<file path="src/rtl/ibex_mac_seq.sv">
// ibex_mac_seq: issue-side sequencer for the combinational vector MAC.
// Accepts one TAPS-element dot-product job, streams one tap per cycle into the
// MAC operand/opcode interface, accumulates the returned signed products and
// presents the sum (raw and 8-bit saturated) on a valid/ready response port.
module ibex_mac_seq #(
    parameter int TAPS  = 9,
    parameter int ACC_W = 20,
    parameter int SHIFT = 0
) (
    input  logic                clk_i,
    input  logic                rst_ni,
    input  logic                req_valid_i,
    output logic                req_ready_o,
    input  logic [TAPS*8-1:0]   req_a_i,
    input  logic [TAPS*8-1:0]   req_b_i,
    output logic                resp_valid_o,
    input  logic                resp_ready_i,
    output logic [ACC_W-1:0]    resp_acc_o,
    output logic [7:0]          resp_sat_o,
    output logic [7:0]          mac_operand_a_o,
    output logic [7:0]          mac_operand_b_o,
    output logic [7:0]          mac_carry_in_o,
    output logic [3:0]          mac_operator_o,
    input  logic [15:0]         mac_result_i,
    output logic                busy_o
);

    localparam int CNT_W = (TAPS > 1) ? $clog2(TAPS) : 1;
    localparam logic [CNT_W-1:0] LAST_TAP = CNT_W'(TAPS - 1);
    localparam logic signed [ACC_W-1:0] SAT_HI = ACC_W'(127);
    localparam logic signed [ACC_W-1:0] SAT_LO = ACC_W'(-128);
    localparam logic [3:0] OP_MUL = 4'b0010;
    localparam logic [3:0] OP_NOP = 4'b0000;

    typedef enum logic [1:0] {
        S_IDLE  = 2'd0,
        S_ISSUE = 2'd1,
        S_RESP  = 2'd2
    } state_e;

    state_e                  r_state;
    state_e                  w_state_nxt;
    logic [CNT_W-1:0]        r_tap_cnt;
    logic signed [ACC_W-1:0] r_acc;
    logic [TAPS*8-1:0]       r_a;
    logic [TAPS*8-1:0]       r_b;

    logic                    w_accept;
    logic                    w_issue;
    logic [7:0]              w_tap_a;
    logic [7:0]              w_tap_b;
    logic signed [ACC_W-1:0] w_prod_ext;

    // Arithmetic shift then clamp into the signed 8-bit range.
    function automatic logic [7:0] sat8(input logic signed [ACC_W-1:0] v);
        logic signed [ACC_W-1:0] t;
        t = v >>> SHIFT;
        if (t > SAT_HI) begin
            sat8 = 8'h7F;
        end else if (t < SAT_LO) begin
            sat8 = 8'h80;
        end else begin
            sat8 = t[7:0];
        end
    endfunction

    assign w_accept   = (r_state == S_IDLE) && req_valid_i;
    assign w_issue    = (r_state == S_ISSUE);
    // The MAC returns a signed 16-bit product; widen it before accumulating.
    assign w_prod_ext = {{(ACC_W-16){mac_result_i[15]}}, mac_result_i};

    assign mac_carry_in_o = 8'h00;
    assign resp_acc_o     = r_acc;
    assign resp_sat_o     = sat8(r_acc);

    // Select the latched operand bytes of the current tap.
    always_comb begin
        w_tap_a = 8'h00;
        w_tap_b = 8'h00;
        for (int k = 0; k < TAPS; k++) begin
            if (r_tap_cnt == CNT_W'(k)) begin
                w_tap_a = r_a[8*k +: 8];
                w_tap_b = r_b[8*k +: 8];
            end
        end
    end

    // State register.
    always_ff @(posedge clk_i or negedge rst_ni) begin
        if (!rst_ni) begin
            r_state <= S_IDLE;
        end else begin
            r_state <= w_state_nxt;
        end
    end

    // Next-state and state-decoded outputs; MAC opcode is a no-op outside ISSUE.
    always_comb begin
        w_state_nxt     = r_state;
        req_ready_o     = 1'b0;
        busy_o          = 1'b0;
        resp_valid_o    = 1'b0;
        mac_operand_a_o = 8'h00;
        mac_operand_b_o = 8'h00;
        mac_operator_o  = OP_NOP;
        case (r_state)
            S_IDLE: begin
                req_ready_o = 1'b1;
                if (req_valid_i) begin
                    w_state_nxt = S_ISSUE;
                end
            end
            S_ISSUE: begin
                busy_o          = 1'b1;
                mac_operand_a_o = w_tap_a;
                mac_operand_b_o = w_tap_b;
                mac_operator_o  = OP_MUL;
                if (r_tap_cnt == LAST_TAP) begin
                    w_state_nxt = S_RESP;
                end
            end
            S_RESP: begin
                busy_o       = 1'b1;
                resp_valid_o = 1'b1;
                if (resp_ready_i) begin
                    w_state_nxt = S_IDLE;
                end
            end
            default: begin
                w_state_nxt = S_IDLE;
            end
        endcase
    end

    // Operand latch, tap counter and accumulator; the accumulator holds its
    // final value through RESP so the response stays stable until taken.
    always_ff @(posedge clk_i or negedge rst_ni) begin
        if (!rst_ni) begin
            r_a       <= '0;
            r_b       <= '0;
            r_acc     <= '0;
            r_tap_cnt <= '0;
        end else if (w_accept) begin
            r_a       <= req_a_i;
            r_b       <= req_b_i;
            r_acc     <= '0;
            r_tap_cnt <= '0;
        end else if (w_issue) begin
            r_acc <= r_acc + w_prod_ext;
            if (r_tap_cnt == LAST_TAP) begin
                r_tap_cnt <= '0;
            end else begin
                r_tap_cnt <= r_tap_cnt + 1'b1;
            end
        end
    end

endmodule

</file>
<file path="config.mk">
export PLATFORM = sky130hd
export DESIGN_NAME = ibex_mac_seq
export DESIGN_NICKNAME = d
export VERILOG_FILES = /design/src/rtl/ibex_mac_seq.sv
export SDC_FILE = /design/constraint.sdc
export NUM_CORES = 1
export LEC_CHECK = 0
export CORE_MARGIN = 2
export CORE_UTILIZATION = 50
export DETAILED_ROUTE_END_ITERATION = 16
export MAX_ROUTING_LAYER = met4
export PLACE_DENSITY_LB_ADDON = 0.12
export SETUP_SLACK_MARGIN = 0.4
export SYNTH_ARGS = -nofsm -noshare
export SYNTH_HDL_FRONTEND = slang
export SYNTH_SLANG_ARGS = --single-unit
</file>
<file path="constraint.sdc">
create_clock -name clk_i -period 3.2 [get_ports clk_i]
set_clock_uncertainty 0.2 [all_clocks]
set_input_delay 0.8 -clock clk_i [delete_from_list [all_inputs] [get_ports clk_i]]
set_output_delay 0.8 -clock clk_i [all_outputs]
set_load 0.005 [all_outputs]
</file>
# == Word-level counts from Yosys, hierarchy flattened ==
# Cells that the tools add are included.
# Widths: inputs -> output; s select.
# classes
add_sub_neg,2
multipliers,0
div,0
n_lt_le_gt_ge,2
n_eq_ne,13
shift,0
muxes,35
bitwise_logic,0
n_reduce_logical,6
# ops
operator,count
$mux 8,22
$mux 20,2
$add 20x16->20,1
$gt 20x8->1 const B,1
$lt 20x8->1 const B,1
$eq 4x3->1 const B,4
$mux 4,3
$eq 4x2->1 const B,2
$mux 2,4
$pmux 2 s3,1
$add 4x1->4 const B,1
$eq 4x1->1 const B,1
$eq 4x4->1 const B,1
$logic_not 4->1,1
$ne 2x2->1 const B,2
$mux 1,3
$reduce_and 3->1,1
$eq 2x1->1 const B,1
$eq 2x2->1 const B,1
$logic_not 2->1,1
$ne 2x1->1 const B,1
$reduce_bool 2->1,1
$reduce_or 2->1,1
$logic_and 1x1->1,1
# totals
regBits,170
latch_bits,0
ramBits,0
mem_bits_ro,0
inputBits,164
output_inout_bits,59
word_cells,63
memories,0

# == Longest topological paths before layout ==
# logic_depth
word_depth,11
mapped_depth,12

# == Worst setup path after synthesis ==
# OpenSTA, ideal clock, no wires.
# synth_path
path_type,input to register
start,input mac_result_i[0]
end,"register r_acc[18], in the netlist resp_acc_o[18]"
arrival_ps,2711
setup_slack_ps,152
stages,12
n_path_buf,0
cell_sequence,ha_1 > inv_1 > fa_1 > nor2b_1 > o21ai_1 > a21boi_1 > o21ai_1 > a211oi_2 > nor3_1 > o31ai_1 > xnor2_1 > a21oi_1
# synth_via
elab_chain_len,3
# synth_rtl
item,line_no,rtl
from (decl),24,"input logic [15:0] mac_result_i,"
$add 20x16->20,149,r_acc <= r_acc + w_prod_ext;
$mux 20,148,end else if (w_issue) begin
$mux 20,143,end else if (w_accept) begin
to (signal assigned),149,
to (decl),44,logic signed [ACC_W-1:0] r_acc;
# No other way between the ends. The select of a mux whose other input is x is not followed.
# A chain may end at the register's enable or synchronous reset.

# == Worst setup path after layout ==
# layout_path
start,register r_tap_cnt[0]
end,output mac_operand_b_o[0]
# layout_via
elab_chain_len,11
# layout_rtl
item,line_no,rtl
from (decl),43,logic [CNT_W-1:0] r_tap_cnt;
from (signal assigned),153,r_tap_cnt <= r_tap_cnt + 1'b1;
$logic_not 4->1,81,if (r_tap_cnt == CNT_W'(k)) begin
$mux 8 (8 in series),81,
$mux 8 *,81,
$mux 8 *,106,case (r_state)
to (decl),21,"output logic [7:0] mac_operand_b_o,"
# Every way passes the cells marked *; elsewhere a longest branch is shown, timed or not.

==> results.txt <==
status -> finished with violations
failing checks -> negative setup slack
worst-margin pin slew -> 0.6231 ns
global-route wire length before repair -> 41580 um
CTS clk-pin slew, worst paths -> 0.07 ns
maxcap violations -> 0
fin area -> 12940 um^2
part of the Yosys area used for sequential elements -> 48.47%
Peak Freq -> 0.2772 GHz
Post-DP Area -> 11690 um^2
Nets -> 1507
RSZ-0062 raised after global routing -> yes
Overflow after GRT -> 0
DP Worst Slack -> -0.4716 ns
area grow syn2layout -> 47.44%
setup TNS -> -5.345 ns
Detailed Route Iter0 Violations -> 729
vias in the first global route -> 8216
CP max FO -> 4
IO buf count -> 211
Primary FF master, synth -> dfrtp_1
mux cell area share after synthesis -> 1.254%
class of the worst hold path -> primary input to asynchronous set/reset pin
Initial DRT Pass Iterations -> 5
Inserted Clock Buffers -> 17
CTS Buffer Depth -> 2
Post-Synth Adder-Cell Area -> 3.934%
largest family of logic cells by synthesized area -> simple AND/OR/NAND/NOR gates
Slew Limit Headroom -> 58.46%
layout cells sized above 1 -> 19.64%
Hold Fails Final Rpt -> 0
crit start category -> flop
final setup fails -> 16
largest net degree at the start of global routing -> 64
leak pwr -> 6.213 nW
CTS Hold Bufs -> 0
GRT Util Overall -> 29.80%
non-filler instance count after layout -> 1554
DP HPWL -> 17690 um
Die Area -> 18630 um^2
Root Buffer Master -> clkbuf_16
Async SR Flop Fraction -> 100.0%
DR vias/cell -> 5.439
XOR/XNOR share of the synthesized area -> 0.8981%
vias -> 8452
site row count -> 48
chip height -> 136.5 um
Compound-Gate Fraction of Synth Area -> 15.52%
total power -> 12.10 mW
Clk Latency, worst-skew pair -> 0.43 ns
width of the die -> 136.5 um
CTS tree -> built
CP Data Arrival Time -> 2.61 ns
routability cong. -> 0.8759
final worst slack -> -0.4073 ns
post-synthesis simple-gate area fraction -> 25.30%
Initial Util -> 50.92%
DR WL/cell -> 17.25 um
fin crit period -> 3.607 ns
Post-Route WL -> 26800 um
utilization after layout -> 75.08%
Power Density -> 934.8 nW/um^2
initial antenna violation count -> 0
diodes inserted -> 0
Synth Instances -> 1048
Cell Area, Synth -> 8777 um^2
Core Footprint -> 17240 um^2
period utilization -> 112.7%
post-synth cell types -> 58
H-tree levels -> 4
Residual DRC -> 0
Worst VDD drop -> 513.5 uV
Hold Slack -> 0.1484 ns
max-slew violation count -> 0
Placed Cells -> 1487
number of synthesized flops with an enable pin -> 0
io pins -> 223
Crit. End Element -> primary output
post-route ant nets -> 0
Yosys warnings -> 0
Mapped Avg Cell Area -> 8.375 um^2
Synth Register Bits -> 170
WP data required -> 2.20 ns
WS Path Type -> flop to primary output
clk sink count -> 170
[final timing paths]
| check | start | end | slack [ns] | cells after the start |
|---|---|---|---|---|
| hold reg to reg | r_b[35] | r_b[35] | 0.28 | 2 |
| min in group clk_i | r_b[35] | r_b[35] | 0.28 | 2 |
| setup / recovery | r_tap_cnt[0] | mac_operand_b_o[0] | -0.41 | 13 |
| setup reg to reg | resp_acc_o[1] | resp_acc_o[10] | 0.47 | 11 |
| max in group asynchronous | rst_ni | r_b[34] | 1.88 | 2 |
| hold / removal | rst_ni | resp_acc_o[3] | 0.15 | 1 |
[repair_timing]
item | in CTS | in global routing
setup buffers | 21 | 10
gates cloned | 3 | 1
resized for setup | 173 | 44
endpoints found under the setup margin | 32 | 31
pin swaps | 87 | 74
endpoints found under the hold margin | 0 | 0
[flip-flops by register name, indices dropped and copies added, names as in the netlist]
signal / count
r_b: 72
r_tap_cnt: 4
r_a: 72
r_state: 2
resp_acc_o: 20
[layer usage]
layer / global-route usage, % / up-vias / wire length [um]
li1: - / 4029 / -
met1: 38.44 / 4064 / 11280
met2: 48.67 / 311 / 13550
met3: 4.407 / 48 / 1386
met4: 9.606 / 0 / 586
met5: - / - / 0
[cell usage after synthesis, types with 3 or more instances]
cell      instances  share of area (%)
o211ai_1         26                2.2
a22oi_1          29                2.5
nand3_1           4               0.23
nand2_1         447                 19
or3_1             5               0.36
xor2_1            5               0.50
o31ai_1           3               0.26
clkbuf_1         56                2.4
a222oi_1         12                1.4
xnor2_1           4               0.40
nand4_1           5               0.36
o21ai_0          10               0.57
nor2_1           44                1.9
a31oi_1           4               0.29
nor3_1            9               0.51
nor4_1            4               0.29
mux2i_1          11                1.3
a221o_1           4               0.46
a21oi_1          53                3.0
inv_1            14               0.60
buf_2             6               0.34
nor2b_1           7               0.50
a21o_1            6               0.51
and2_1            8               0.57
o211a_1           4               0.46
buf_4            13                1.1
o21a_1           14                1.2
ha_1             26                3.7
o21ai_1          10               0.57
dfrtp_1         170                 48
a221oi_1          4               0.40
[worst max-delay path: stages (launching register included)]
cell and delay [ns]:
dfrtp_2 0.44, inv_2 0.09, ha_4 0.13, nor4b_4 0.23, buf_6 0.16, buf_6 0.09, buf_6 0.09, a22oi_2 0.07
nor2_2 0.12, a21oi_1 0.06, o211ai_1 0.20, o211ai_1 0.17, a21oi_1 0.17, buf_2 0.15
[layout by cell type, fill, tap and decap left out, types with 5 or more instances in the layout]
master	synthesis	routed
buf_12	0	16
nand2_1	447	446
buf_4	13	70
o21a_1	14	14
o21ai_1	10	6
nor3_1	9	8
a21oi_1	53	39
mux2i_1	11	11
o21ai_0	10	8
buf_6	0	17
clkdlybuf4s50_1	0	178
inv_1	14	8
nand4_1	5	5
a21o_1	6	6
a21oi_2	0	14
dlygate4sd2_1	0	6
a222oi_1	12	12
nor2_2	0	5
buf_2	6	23
dfrtp_2	0	16
a22oi_1	29	21
conb_1	1	11
dfrtp_1	170	154
ha_4	0	12
inv_2	1	7
and2_1	8	6
nor2_1	44	38
ha_1	26	11
o211ai_1	26	26
nor2b_1	7	6
or3_1	5	5
a22oi_2	0	8
o21ai_2	0	5
clkbuf_16	0	18
[layout make-up]
| class | instances | area (um^2) |
|---|---|---|
| fillers | 1256 | 4295 |
| multi-input cells | 796 | 4612 |
| inverters | 15 | 56.30 |
| clock inverters | 13 | 180.2 |
| flip-flops and latches | 170 | 4274 |
| clock buffers | 19 | 432.9 |
| repair buffers | 316 | 3104 |
| well taps | 225 | 281.5 |
[cells by family (layout without fill, tap and decap cells)]
| kind of cell | after synthesis | count (layout) |
|---|---|---|
| other | 1 | 11 |
| flip-flops | 170 | 170 |
| multiplexers | 11 | 11 |
| buffers and inverters | 92 | 363 |
| XOR/XNOR | 9 | 9 |
| AND/OR/NAND/NOR | 546 | 546 |
| adder cells (fa/ha/maj) | 27 | 27 |
| AO/OA/AOI/OAI | 192 | 192 |
[where the power goes]
group | leakage, nW | internal, mW | switching [mW]
combinational | 3.82 | 2.94 | 3.08
sequential | 2.09 | 3.17 | 0.746
clock | 0.298 | 1.25 | 0.908
Note: power is estimated with default switching activity, not from simulation.
